[src/rtl/traffic_pkg.sv]
// Shared types and lamp helpers for the traffic light datapath.
// Holds the phase encoding, lamp codes, lane masks and pattern-coercion functions.
package traffic_pkg;

    typedef enum logic [1:0] {
        ST_ALL_RED = 2'b00,
        ST_GREEN   = 2'b01,
        ST_YELLOW  = 2'b10
    } phase_e;

    localparam logic [1:0] LAMP_GREEN  = 2'b11;
    localparam logic [1:0] LAMP_YELLOW = 2'b01;
    localparam logic [1:0] LAMP_RED    = 2'b00;

    localparam logic [7:0] NS_MASK = 8'b00110011;
    localparam logic [7:0] EW_MASK = 8'b11001100;

    // Any pair other than 11 is a red request.
    function automatic logic [7:0] coerce_pattern(input logic [7:0] p);
        logic [7:0] r;
        r = '0;
        for (int unsigned i = 0; i < 4; i++) begin
            r[2*i +: 2] = (p[2*i +: 2] == LAMP_GREEN) ? LAMP_GREEN : LAMP_RED;
        end
        return r;
    endfunction

    function automatic logic [7:0] green_to_yellow(input logic [7:0] p);
        logic [7:0] r;
        r = p;
        for (int unsigned i = 0; i < 4; i++) begin
            if (p[2*i +: 2] == LAMP_GREEN) begin
                r[2*i +: 2] = LAMP_YELLOW;
            end
        end
        return r;
    endfunction

    function automatic logic [6:0] green_load(input logic [6:0] t);
        return (t == 7'd0) ? 7'd1 : t;
    endfunction

endpackage

[src/rtl/phase_counter.sv]
// Loadable 7-bit phase down-counter advanced by the timebase tick.
// expire flags the tick that would take the count from 1 to 0.
module phase_counter #(
    parameter logic [6:0] RESET_VAL = 7'd1
) (
    input  logic       clk,
    input  logic       rst,
    input  logic       tick,
    input  logic       load,
    input  logic [6:0] load_val,
    output logic [6:0] count,
    output logic       expire
);

    logic [6:0] count_q;
    logic [6:0] count_d;

    always_comb begin
        count_d = count_q;
        if (load) begin
            count_d = load_val;
        end else if (tick && (count_q != 7'd0)) begin
            count_d = count_q - 7'd1;
        end
    end

    always_ff @(posedge clk or posedge rst) begin
        if (rst) begin
            count_q <= RESET_VAL;
        end else begin
            count_q <= count_d;
        end
    end

    assign count  = count_q;
    assign expire = tick && (count_q == 7'd1);

endmodule

[src/rtl/light_phase_timer.sv]
// Lamp sequencer between the pattern generators and the lamp drivers:
// green for the requested duration, then yellow and all-red clearance.
module light_phase_timer
    import traffic_pkg::*;
#(
    parameter int unsigned YELLOW_TICKS  = 3,
    parameter int unsigned ALL_RED_TICKS = 1
) (
    input  logic       clk,
    input  logic       rst,
    input  logic       tick,
    input  logic [7:0] nextLights,
    input  logic [6:0] loadTime,
    output logic [7:0] lampOutput,
    output logic       advance,
    output logic [6:0] phaseRemaining,
    output logic [1:0] phase
);

    localparam logic [6:0] YELLOW_LD  = 7'(YELLOW_TICKS);
    localparam logic [6:0] ALL_RED_LD = 7'(ALL_RED_TICKS);

    phase_e     state_q, state_d;
    logic [7:0] lamp_q, lamp_d;
    logic       adv_q, adv_d;
    logic       cnt_load;
    logic [6:0] cnt_load_val;
    logic       expire;
    logic [7:0] next_pat;

    phase_counter #(
        .RESET_VAL(ALL_RED_LD)
    ) u_counter (
        .clk     (clk),
        .rst     (rst),
        .tick    (tick),
        .load    (cnt_load),
        .load_val(cnt_load_val),
        .count   (phaseRemaining),
        .expire  (expire)
    );

    assign next_pat = coerce_pattern(nextLights);

    always_comb begin
        state_d      = state_q;
        lamp_d       = lamp_q;
        adv_d        = 1'b0;
        cnt_load     = 1'b0;
        cnt_load_val = '0;
        case (state_q)
            ST_ALL_RED: begin
                if (expire) begin
                    lamp_d       = next_pat;
                    cnt_load     = 1'b1;
                    cnt_load_val = green_load(loadTime);
                    state_d      = ST_GREEN;
                    adv_d        = 1'b1;
                end
            end
            ST_GREEN: begin
                if (expire) begin
                    if (next_pat != lamp_q) begin
                        lamp_d       = green_to_yellow(lamp_q);
                        cnt_load     = 1'b1;
                        cnt_load_val = YELLOW_LD;
                        state_d      = ST_YELLOW;
                    end else begin
                        cnt_load     = 1'b1;
                        cnt_load_val = green_load(loadTime);
                        // A 1-tick green continuing straight after an advance
                        // withholds this pulse so advance never runs back to back.
                        adv_d        = ~adv_q;
                    end
                end
            end
            ST_YELLOW: begin
                if (expire) begin
                    lamp_d       = '0;
                    cnt_load     = 1'b1;
                    cnt_load_val = ALL_RED_LD;
                    state_d      = ST_ALL_RED;
                end
            end
            default: begin
                lamp_d       = '0;
                cnt_load     = 1'b1;
                cnt_load_val = ALL_RED_LD;
                state_d      = ST_ALL_RED;
            end
        endcase
    end

    always_ff @(posedge clk or posedge rst) begin
        if (rst) begin
            state_q <= ST_ALL_RED;
            lamp_q  <= '0;
            adv_q   <= 1'b0;
        end else begin
            state_q <= state_d;
            lamp_q  <= lamp_d;
            adv_q   <= adv_d;
        end
    end

    assign lampOutput = lamp_q;
    assign advance    = adv_q;
    assign phase      = state_q;

endmodule

[config.mk]
export PLATFORM = sky130hd
export DESIGN_NAME = light_phase_timer
export DESIGN_NICKNAME = d
export VERILOG_FILES = /design/src/rtl/traffic_pkg.sv /design/src/rtl/phase_counter.sv /design/src/rtl/light_phase_timer.sv
export SDC_FILE = /design/constraint.sdc
export NUM_CORES = 1
export LEC_CHECK = 0
export ABC_AREA = 0
export CORE_MARGIN = 2
export CORE_UTILIZATION = 45
export DETAILED_ROUTE_END_ITERATION = 8
export PLACE_DENSITY_LB_ADDON = 0.12
export SLEW_MARGIN = 20
export SYNTH_ARGS = -nofsm -noshare
export SYNTH_HDL_FRONTEND = slang
export SYNTH_SLANG_ARGS = --single-unit
[constraint.sdc]
create_clock -name clk -period 3.2 [get_ports clk]
set_clock_uncertainty 0.15 [all_clocks]
set_input_delay 0.64 -clock clk [delete_from_list [all_inputs] [get_ports clk]]
set_output_delay 0.64 -clock clk [all_outputs]
set_load 0.1 [all_outputs]
==> summary.txt, run 1 <==
crit path launch: nextLights[4]
Synth Warn #: 0
Via density: 6.00
Startpoint Class: primary input
mapped cell area: 1160 µm²
Placed Area: 1500 µm²
Die ar.: 3010 µm²
Peak VDD IR: 0.000679 V
TritonCTS clock tree: yes
fill count: 221
DIE HEIGHT: 54.8 µm
FF+latch count, synth: 18
reg2reg start: u_counter.count[0]
post-CTS setup buffers: 0
Final period util: 74.2%
initial antenna violation count: 0
clock-pin transition on the worst setup and hold timing paths: 110 ps
Final ANT Viol Nets: 0
critical path arrival: 2460 ps
HPWL Detailed: 2320 µm
Syn Nets: 149
DR vias: 1,170
R2R cell count: 6
final hold violation count: 0
Num CTS Buffers: 3
outcome: complete, no violations
DIE WIDTH: 54.8 µm
largest area contributor in the netlist: dfrtp_1
H-tree levels: 1
Worst Path Max Fanout: 8
Layout area overhead: 31.9%
Worst Path Buf+Inv: 1
DRC: 0
Max clock buf depth: 2
gpl congestion: 0.830
Hold Path Stages: 2
CP endpoint: u_counter.count[6]
worst hold path type: flop to flop
Critical Path Max Stage Delay: 450 ps
TNS Setup: 0 ps
Worst slew margin: 51.7%
Starting Density: 47.3%
most frequent cells after synthesis: dfrtp_1 (17), nand2_1 (16), o21ai_0 (12), nor2_1 (8), a21oi_1 (7)
Overflow after GRT: 0
cell family with most CP delay: compound AO/OA/AOI/OAI gates
Power Internal: 565 µW
PortBufs: 35
CP Depth: 6
I/O Pins: 36
site row count: 18
# resized after CTS: 0
Mean Syn Cell Area: 9.08 µm²
reg2reg end: lampOutput[5]
Primary FF master, synth: dfrtp_1
fin area: 1530 µm²
Post-synth EDFFs: 0
core area: 2450 µm²
first-pass GRT wire length: 4550 µm
share of layout cells above drive strength 1: 19.4%
first drt pass iteration count: 4
Critical-path top delay cell: clkdlybuf4s50_1
NumNets Final: 187
post-synth top area share: 36.6%
clock power share: 11.5%
register-to-register setup slack: 950 ps
Switching Share: 55.3%
unrepaired setup endpoints after global routing: false
Worst Tran Pin Value: 724 ps
CTS sink cnt: 18
Worst-Skew Late Latency: 300 ps
final setup fails: 0
max-cap violations: 0
min Tclk post-route: 2380 ps
multi-input logic area: 687 µm²
cell count after synthesis: 128
Reg area: 452 µm²
hold_ws: 420 ps
combinational share of power: 59.0%
largest net degree at the start of global routing: 19
Setup CP Type: primary input to flop
Flop pwr share: 29.4%
cts hold-fix bufs: 0
distinct cell type count after synthesis: 35
CP Capture Type: flop
f_max: 421 MHz
net switching power: 700 µW
Root Driver: clkbuf_4
count leader, synth: dfrtp_1
DR WL/cell: 15.6 µm
pwr/cell area: 825 nW/µm²
asr flop ratio synth: 100%
Tot GR Track Use: 22.1%
Critical Path RT: 3280 ps
overall routed net length: 3050 µm
register area share after synthesis: 38.9%
Slew Limit Fails: 0
crit path cell chain: clkdlybuf4s50_1 > a211o_1 > a22oi_1 > a21boi_0 > nand3b_1 > a2bb2oi_1
Lkg Pwr: 0.654 nW
DRT iter0 DRCs: 25
# diodes: 0
Synth area leaders: dfrtp_1 (37%), o21ai_0 (5.2%), nand2_1 (5.2%)
vias in the first global route: 995
Worst Hold Launch: lampOutput[0]
registers in the layout, indices dropped and copies added, names as in the netlist:
register and cells:
advance 1, lampOutput 8, u_counter.count 7, phase 2
cell families (layout without fill, tap and decap cells):
group                    count (synthesis)  in the layout  share of synthesized area (%)
buffers and inverters                    6             43                           2.04
adder cells (fa/ha/maj)                  3              3                           3.23
XOR/XNOR                                 4              4                           3.01
flip-flops                              18             18                           38.9
AND/OR/NAND/NOR                         53             53                           26.6
AO/OA/AOI/OAI                           44             44                           26.3
stage by stage:
step	utilization [%]	setup WS [ps]	power, mW	std cells
global placement	61.0	592	1.11	191
floorplan	-	561	0.954	128
detailed placement	61.0	529	1.12	191
finish	62.4	825	1.26	195
global route	62.4	696	1.33	195
CTS	62.4	851	1.27	195
worst min-delay path, cell delays in order, from the launching register on:
cell,delay (ps)
dfrtp_1,410
nand2_1,60
o21ai_0,70
power groups by stage:
stage	clock network, mW	logic, mW	registers, mW
after floorplan	0	0.208	0.746
after global placement	0	0.741	0.371
after detailed placement	0	0.748	0.374
after CTS	0.150	0.749	0.370
after global routing	0.159	0.786	0.382
final	0.146	0.747	0.372
layer usage:
layer	routed length (µm)	vias to the layer above	track usage (%)
li1	-	563	-
met1	1480	562	30.6
met2	1340	40	32.9
met3	165	5	2.73
met4	61	0	12.5
met5	0	-	0
worst min-delay path by stage:
stage / to / slack (ps)
final: lampOutput[0] / 420
after global routing: lampOutput[0] / 460
after CTS: lampOutput[0] / 420
after detailed placement: lampOutput[0] / 400
after global placement: lampOutput[6] / 380
after floorplan: advance / 430
final cells by class:
class	count	area share, %
clock buffer	4	2.37
inverter	4	0.980
multi-input combinational	104	44.8
sequential	18	29.5
tap	30	2.45
timing repair buffer	35	19.9
cell usage in the layout, fill, tap and decap left out, drive strengths merged, types with 5 or more instances in the layout:
cell	Yosys	layout
buf	1	18
and2	7	7
clkdlybuf4s50	0	17
nand2	16	16
nand3b	6	6
dfrtp	17	17
nor2	8	8
a211o	5	5
a21oi	7	7
a2bb2oi	6	6
o21ai	12	12
(Power assumes the default switching activity.)
==> inputs of run 2 (changes only) <==
CORE_UTILIZATION = 41   (was 45)
clock period = 2 ns   (was 3.2 ns; I/O delays follow)
==> run 2 against run 1 <==
Net effect:
- design area rose by 35%
- core utilization rose by 13 points
- sequential power rose by 58%
- combinational power rose by 130%
- critical path type is now flop to flop
- largest cell class unchanged
- largest power group unchanged
==> summary.txt, run 2 (synthesis gave the netlist of run 1 again) <==
Max clock buf depth: 2
NumNets Final: 214
most common cell after layout, fill and taps aside: buf_4
CP Capture Type: flop
fin worst setup slack: 29.2 ps
Via density: 5.88
pre-CTS WS: -323 ps
reg2reg start: u_counter.count[0]
Final period util: 98.5%
DRC: 0
Worst slew margin: 76.8%
clock-pin transition on the worst setup and hold timing paths: 110 ps
critical path arrival: 2070 ps
# diodes: 0
Root Driver: clkbuf_4
initial antenna violation count: 0
Setup CP Type: flop to flop
reg2reg end: u_counter.count[0]
Overflow after GRT: 0
DIE WIDTH: 57.2 µm
Peak VDD IR: 0.00156 V
max-cap violations: 0
crit path cell chain: ha_4 > nor2b_4 > nand3_4 > or4_4 > nor2_4 > a21oi_2
Num CTS Buffers: 3
Slew Limit Fails: 0
Critical Path RT: 2100 ps
overall routed net length: 3580 µm
Startpoint Class: flop
outcome: complete, no violations
Worst-Skew Late Latency: 310 ps
vias in the first global route: 1,328
PortBufs: 35
unrepaired setup endpoints after global routing: true
register-to-register setup slack: 30 ps
final setup fails: 0
DR WL/cell: 16.0 µm
DR vias: 1,312
Die ar.: 3280 µm²
Lkg Pwr: 0.842 nW
final hold violation count: 0
max reg flops: 8
pwr/cell area: 1230 nW/µm²
share of layout cells above drive strength 1: 47.4%
most frequent cells in the layout: buf_4 (27), buf_12 (18), clkdlybuf4s50_1 (17), nand2_1 (15), dfrtp_2 (13)
Worst Path Max Fanout: 4
Layout area overhead: 78.4%
DIE HEIGHT: 57.2 µm
first drt pass iteration count: 4
HPWL Detailed: 2710 µm
CTS sink cnt: 18
min Tclk post-route: 1970 ps
Starting Density: 42.5%
TritonCTS clock tree: yes
Critical Path Max Stage Delay: 660 ps
Final ANT Viol Nets: 0
core area: 2730 µm²
R2R cell count: 6
Critical-path top delay cell: dfstp_4
gpl congestion: 0.893
cell family with most CP delay: simple AND/OR/NAND/NOR gates
hold_ws: 248 ps
DRT iter0 DRCs: 48
first-pass GRT wire length: 6160 µm
H-tree levels: 1
site row count: 19
largest net degree at the start of global routing: 19
worst hold path type: primary input to asynchronous set/reset pin
f_max: 507 MHz
Worst Tran Pin Value: 348 ps
Worst Path Buf+Inv: 0
Tot GR Track Use: 23.7%
I/O Pins: 36
[run 2: metal layers]
| metal | wire (µm) | global-route usage (%) | part of all wire [%] | vias to the layer above |
|---|---|---|---|---|
| met3 | 213 | 4.08 | 6.0 | 8 |
| met5 | 0 | 0 | 0 | - |
| met4 | 78 | 9.63 | 2.2 | 0 |
| met2 | 1770 | 37.6 | 49 | 63 |
| met1 | 1520 | 32.3 | 42 | 634 |
| li1 | - | - | - | 607 |
[run 2: timing repair]
item,CTS,global route
pin swaps,0,1
resized for setup,3,18
hold buffers,0,0
buffers inserted,0,1
endpoints found under the setup margin,2,14
gates cloned,0,0
[run 2: worst max path at each step]
stage,start,end,slack (ps),cells past startpoint
3_5_place_dp,nextLights[6],u_counter.count[3],-320,7
4_1_cts,u_counter.count[0],lampOutput[5],6,7
6_report,u_counter.count[0],u_counter.count[0],30,6
5_1_grt,u_counter.count[0],u_counter.count[0],-30,6
2_1_floorplan,u_counter.count[0],u_counter.count[0],-60,6
3_3_place_gp,nextLights[4],u_counter.count[4],-280,7
[run 2: through the flow]
stage / cell area [µm²] / total power, mW / std cells / utilization (%) / TNS (ps)
2_1_floorplan: 1210 / 1.59 / 128 / - / -147
3_3_place_gp: 1970 / 2.22 / 218 / 72.1 / -2700
3_5_place_dp: 1970 / 2.25 / 218 / 72.1 / -3340
4_1_cts: 2010 / 2.51 / 222 / 73.7 / 0
5_1_grt: 2070 / 2.65 / 223 / 75.8 / -57.7
6_report: 2070 / 2.55 / 223 / 75.8 / 0
[run 2: worst min-delay path: stages]
cell and delay [ps]:
clkdlybuf4s50_1 390, inv_1 50, buf_4 250
[run 2: final cells by class]
class	instances	area (µm²)
clock buffer	4	36.3
fill	192	661
inverter	4	17.5
multi-input combinational	104	768
sequential	18	479
tap	31	38.8
timing repair buffer	62	733
[run 2: power by group]
group | internal (mW) | leakage (nW) | switching (mW)
combinational | 0.696 | 0.613 | 1.02
sequential | 0.484 | 0.208 | 0.104
clock | 0.111 | 0.0210 | 0.128
